--- config.mk ---
export PLATFORM = sky130hd
export DESIGN_NAME = fp_alu_scheduler
export DESIGN_NICKNAME = d
export VERILOG_FILES = /design/src/rtl/fp_alu_scheduler.sv
export SDC_FILE = /design/constraint.sdc
export NUM_CORES = 1
export LEC_CHECK = 0
export BUFFER_PORTS_ARGS = -buffer_cell sky130_fd_sc_hd__buf_2
export CAP_MARGIN = 5
export CORE_AREA = 10 10 153 155
export DETAILED_ROUTE_END_ITERATION = 16
export DIE_AREA = 0 0 163 165
export HOLD_SLACK_MARGIN = 0.02
export SETUP_SLACK_MARGIN = 0.3
export SKIP_CTS_REPAIR_TIMING = 1
export SLEW_MARGIN = 5
export SYNTH_ARGS = -nofsm -noshare
export SYNTH_HDL_FRONTEND = slang
export SYNTH_SLANG_ARGS = --single-unit
--- constraint.sdc ---
create_clock -name clk -period 3.04 [get_ports clk]
set_input_delay 0.304 -clock clk [delete_from_list [all_inputs] [get_ports clk]]
set_output_delay 0.304 -clock clk [all_outputs]
set_load 0.1 [all_outputs]
--- src/rtl/fp_alu_scheduler.sv ---
// Round-robin arbiter sharing one combinational FP ALU between N_REQ requesters.
// Latency: accept edge + ALU_LAT edges to result register; min op period ALU_LAT+2.
// Backpressure: result held on rsp_valid until owner's rsp_ready; req_ready only in IDLE.
module fp_alu_scheduler #(
  parameter int N_REQ   = 4,
  parameter int WIDTH   = 32,
  parameter int SEL_W   = 3,
  parameter int ALU_LAT = 2,
  localparam int IDW    = $clog2(N_REQ)
) (
  input  logic                   clk,
  input  logic                   rst,
  input  logic [N_REQ-1:0]       req_valid,
  output logic [N_REQ-1:0]       req_ready,
  input  logic [N_REQ*WIDTH-1:0] req_a,
  input  logic [N_REQ*WIDTH-1:0] req_b,
  input  logic [N_REQ*SEL_W-1:0] req_sel,
  output logic [WIDTH-1:0]       alu_a,
  output logic [WIDTH-1:0]       alu_b,
  output logic [SEL_W-1:0]       alu_sel,
  input  logic [WIDTH-1:0]       alu_out,
  output logic [N_REQ-1:0]       rsp_valid,
  input  logic [N_REQ-1:0]       rsp_ready,
  output logic [WIDTH-1:0]       rsp_data,
  output logic                   busy,
  output logic [IDW-1:0]         grant_id
);

  localparam int CW = (ALU_LAT > 1) ? $clog2(ALU_LAT) : 1;

  typedef enum logic [1:0] {IDLE, EXEC, RESP} state_t;

  state_t         state, state_nxt;
  logic [IDW-1:0] rr_ptr;
  logic [IDW-1:0] win;
  logic           win_vld;
  logic [CW-1:0]  cnt;

  // First valid requester at or above rr_ptr, wrapping.
  always_comb begin : arb
    logic [IDW-1:0] idx;
    idx     = '0;
    win     = '0;
    win_vld = 1'b0;
    for (int k = 0; k < N_REQ; k++) begin
      idx = IDW'((int'(rr_ptr) + k) % N_REQ);
      if (!win_vld && req_valid[idx]) begin
        win_vld = 1'b1;
        win     = idx;
      end
    end
  end

  always_ff @(posedge clk) begin
    if (rst) state <= IDLE;
    else     state <= state_nxt;
  end

  always_comb begin
    state_nxt = state;
    req_ready = '0;
    rsp_valid = '0;
    busy      = (state != IDLE);
    case (state)
      IDLE: begin
        if (win_vld) begin
          req_ready[win] = 1'b1;
          state_nxt      = EXEC;
        end
      end
      EXEC: begin
        if (cnt == '0) state_nxt = RESP;
      end
      RESP: begin
        rsp_valid[grant_id] = 1'b1;
        if (rsp_ready[grant_id]) state_nxt = IDLE;
      end
      default: state_nxt = IDLE;
    endcase
  end

  always_ff @(posedge clk) begin
    if (rst) begin
      rr_ptr   <= '0;
      cnt      <= '0;
      alu_a    <= '0;
      alu_b    <= '0;
      alu_sel  <= '0;
      rsp_data <= '0;
      grant_id <= '0;
    end else begin
      case (state)
        IDLE: begin
          if (win_vld) begin
            alu_a    <= req_a[int'(win)*WIDTH +: WIDTH];
            alu_b    <= req_b[int'(win)*WIDTH +: WIDTH];
            alu_sel  <= req_sel[int'(win)*SEL_W +: SEL_W];
            grant_id <= win;
            cnt      <= CW'(ALU_LAT - 1);
          end
        end
        EXEC: begin
          // Operands stay put; the ALU result is only trusted once cnt runs out.
          if (cnt != '0) cnt <= cnt - CW'(1);
          else           rsp_data <= alu_out;
        end
        RESP: begin
          if (rsp_ready[grant_id])
            rr_ptr <= (grant_id == IDW'(N_REQ - 1)) ? '0 : grant_id + 1'b1;
        end
        default: ;
      endcase
    end
  end

endmodule

==> reports/qor.yml <==
layout-drive-gt1-share_pct: 41.8
critPathRequiredTime_ns: 2.74
cts_made_buffers: 9
ys_ff_latch: 106
core-area_um2: 20200
vias_per_cell: 4.88
p_leak_nw: 4.17
cts.sinks: 106
cts_max_level: 3
dp_hpwl_um: 21900
clockBufferDepth: 2
slew_headroom_pct: 47.8
drt_wl_total_um: 27200
grt_overflow: 0
reg2reg_from: "rr_ptr[0]$_SDFFE_PP0P_"
setup_viol: 0
grt_pass1_vias: 6841
die_w_um: 163
die_height_um: 165
avgRoutedWirePerCell_um: 19.6
post-route-period-util_pct: 84.2
r2r_cells: 6
status: "finished, final reports clean"
fmax_mhz: 391
critical_path.max_stage_delay_ns: 0.48
clock_latency_ns: 0.35
cp_top_family: "simple AND/OR/NAND/NOR gates"
rsz0062_at_grt: "false"
portBuffers: 419
die_area_um2: 26900
min_path_type: "in -> reg"
crit_path_cell_trace: "nand2b_1, a21oi_1, nor2_1, nor3_2, buf_2"
timing.critical_path.from_type: "register"
drv_slew: 0
crit_slowest_cell: "buf_2"
pin_count: 420
yosysWarningCount: 0
vdd_drop_max_mv: 0.241
cp-end-kind: "primary output"
regToRegEndpoint: "alu_b[27]$_SDFFE_PP0P_"
cap_violations: 0
pwr_density_cell_nw_per_um2: 599
r2r_slack_ns: 0.78
path_buf_inv: 1
fin_skew_ns: 0.00961
areaGrowthSynthToFinish_pct: 44.4
fin_nets: 1429
clk_pin_slew_worst_paths_ns: 0.08
post-route-util_pct: 42.9
antenna_found_initial: 3
hold_start: "alu_out[0]"
grt_max_degree: 72
start_util_pct: 29.7
drt_first_pass_iters: 4
ant_nets: 0
syn_area_per_cell_um2: 8.13
synthCells: 737
holdPathStages: 3
synth_seq_area_share_pct: 35.4
route.detailed.drc: 0
cts_tree: "yes"
cp_data_arrival_time_ns: 2.26
track_usage_pct: 18.8
worst-path-max-fanout: 5
synthesis.area_um2: 5990
total_power_mw: 5.19
hold_viol: 0
grt_pass1_wl_um: 39700
place_congestion: 0.845
fp-row-count: 52
holdPathEnd: "rsp_data[0]$_SDFFE_PP0P_"
yosysUniqueCellTypes: 33
drt_iter0_markers: 437
syn_nets: 1051
worst_pin_slew_ns: 0.783
path_class: "reg -> out"
clockRootBuffer: "clkbuf_16"
finalCriticalPeriod_ns: 2.56
fin_tns_setup_ns: 0
vias: 6789
-- where the power goes --
part / total [mW] / switching [mW] / leakage [nW] / internal, mW
clock: 1.19 / 0.588 / 0.146 / 0.597
combinational: 2.35 / 1.82 / 3.15 / 0.532
sequential: 1.65 / 0.0908 / 0.872 / 1.56
-- cells by family after synthesis --
group / after synthesis / synth area share, %
buf+inv: 75 / 5.55
fa+ha+maj: 4 / 0.835
compound gates: 242 / 26.0
simple gates: 241 / 20.5
flops: 106 / 35.4
mux: 69 / 11.7
-- synth_stat cells --
cell type / number / area share (%)
a211oi_1: 1 / 0.13
a211oi_2: 1 / 0.21
a21oi_1: 38 / 3.2
and2_1: 4 / 0.42
and3_1: 1 / 0.10
buf_1: 8 / 0.50
buf_2: 11 / 0.92
buf_4: 2 / 0.25
buf_6: 4 / 0.75
clkbuf_1: 47 / 2.9
dfxtp_1: 106 / 35
ha_1: 4 / 0.84
inv_1: 3 / 0.19
mux2i_1: 68 / 11
mux4_2: 1 / 0.38
nand2_1: 137 / 8.6
nand2b_1: 3 / 0.31
nor2_1: 9 / 0.56
nor2_2: 1 / 0.10
nor2b_1: 6 / 0.63
nor3_1: 5 / 0.42
nor3b_1: 68 / 8.5
nor4_1: 1 / 0.10
nor4_2: 1 / 0.21
o211ai_1: 66 / 8.3
o21a_1: 67 / 8.4
o21ai_0: 60 / 5.0
o21ai_1: 7 / 0.58
o21bai_1: 1 / 0.13
o22ai_1: 1 / 0.10
or2_1: 2 / 0.21
or2_2: 1 / 0.10
or3_1: 2 / 0.21
-- worst max path at each step --
stage	from	end	slack, ns	depth (start not counted)
after floorplan	state[1]$_SDFFE_PP0P_	req_ready[0]	0.17	3
after global placement	req_valid[2]	alu_sel[0]$_SDFFE_PP0P_	0.73	7
after detailed placement	req_valid[2]	alu_sel[0]$_SDFFE_PP0P_	0.69	7
after CTS	rr_ptr[1]$_SDFFE_PP0P_	req_ready[1]	0.45	6
after global routing	rr_ptr[1]$_SDFFE_PP0P_	req_ready[1]	0.31	6
final	rr_ptr[0]$_SDFFE_PP0P_	req_ready[0]	0.48	5
-- registers in the layout, summed over array words and instances, names as in the netlist --
name      flops
rr_ptr        2
alu_a        32
state         2
rsp_data     32
cnt           1
alu_sel       3
grant_id      2
alu_b        32
-- placed cells by master (no fill, tap or decap), drive strengths merged --
cell | netlist | final
o21a | 67 | 67
mux2i | 68 | 68
and3 | 1 | 1
inv | 3 | 5
nor2 | 10 | 10
a211oi | 2 | 2
clkinv | 0 | 4
nand2 | 137 | 137
nand2b | 3 | 3
o21ai | 67 | 67
nor2b | 6 | 6
nor4 | 2 | 2
nor3b | 68 | 68
or2 | 3 | 3
and2 | 4 | 4
o21bai | 1 | 1
ha | 4 | 4
diode | 0 | 2
dfxtp | 106 | 106
o211ai | 66 | 66
o22ai | 1 | 1
nor3 | 5 | 5
buf | 25 | 439
mux4 | 1 | 1
a21oi | 38 | 38
or3 | 2 | 2
clkbuf | 47 | 10
-- metal layers --
layer  global-route usage (%)  vias up  part of all wire (%)
met5                        0        -                 0.096
met4                     4.14        4                  0.98
met3                     6.97       20                   8.7
met2                     32.2      260                    50
met1                     21.8     3124                    40
li1                         -     3381                     -
-- worst reg2reg max path, stage by stage, from the launching register on --
cell      delay, ns
dfxtp_1        0.34
nand2b_1       0.15
a21oi_1        0.43
nor2_1         0.21
or3_2          0.51
buf_4          0.27
o211ai_1       0.26
-- metrics by stage --
step	setup WS [ns]	cell area, um^2	hold slack, ns	std cells
final	0.480	8660	0.182	1392
after global routing	0.307	8650	0.175	1390
after CTS	0.453	8650	0.162	1390
after detailed placement	0.685	8350	0.444	1374
after global placement	0.730	8350	0.438	1374
after floorplan	0.166	6010	0.440	737
-- area by class of cell --
type,instances,area (um^2)
antenna,2,5.00
clock buffer,10,239
clock inverter,6,60.1
fill,2072,11500
inverter,3,11.3
multi-input combinational,556,3590
sequential,106,2120
tap,270,338
timing repair buffer,439,2290
(Power assumes the default switching activity.)
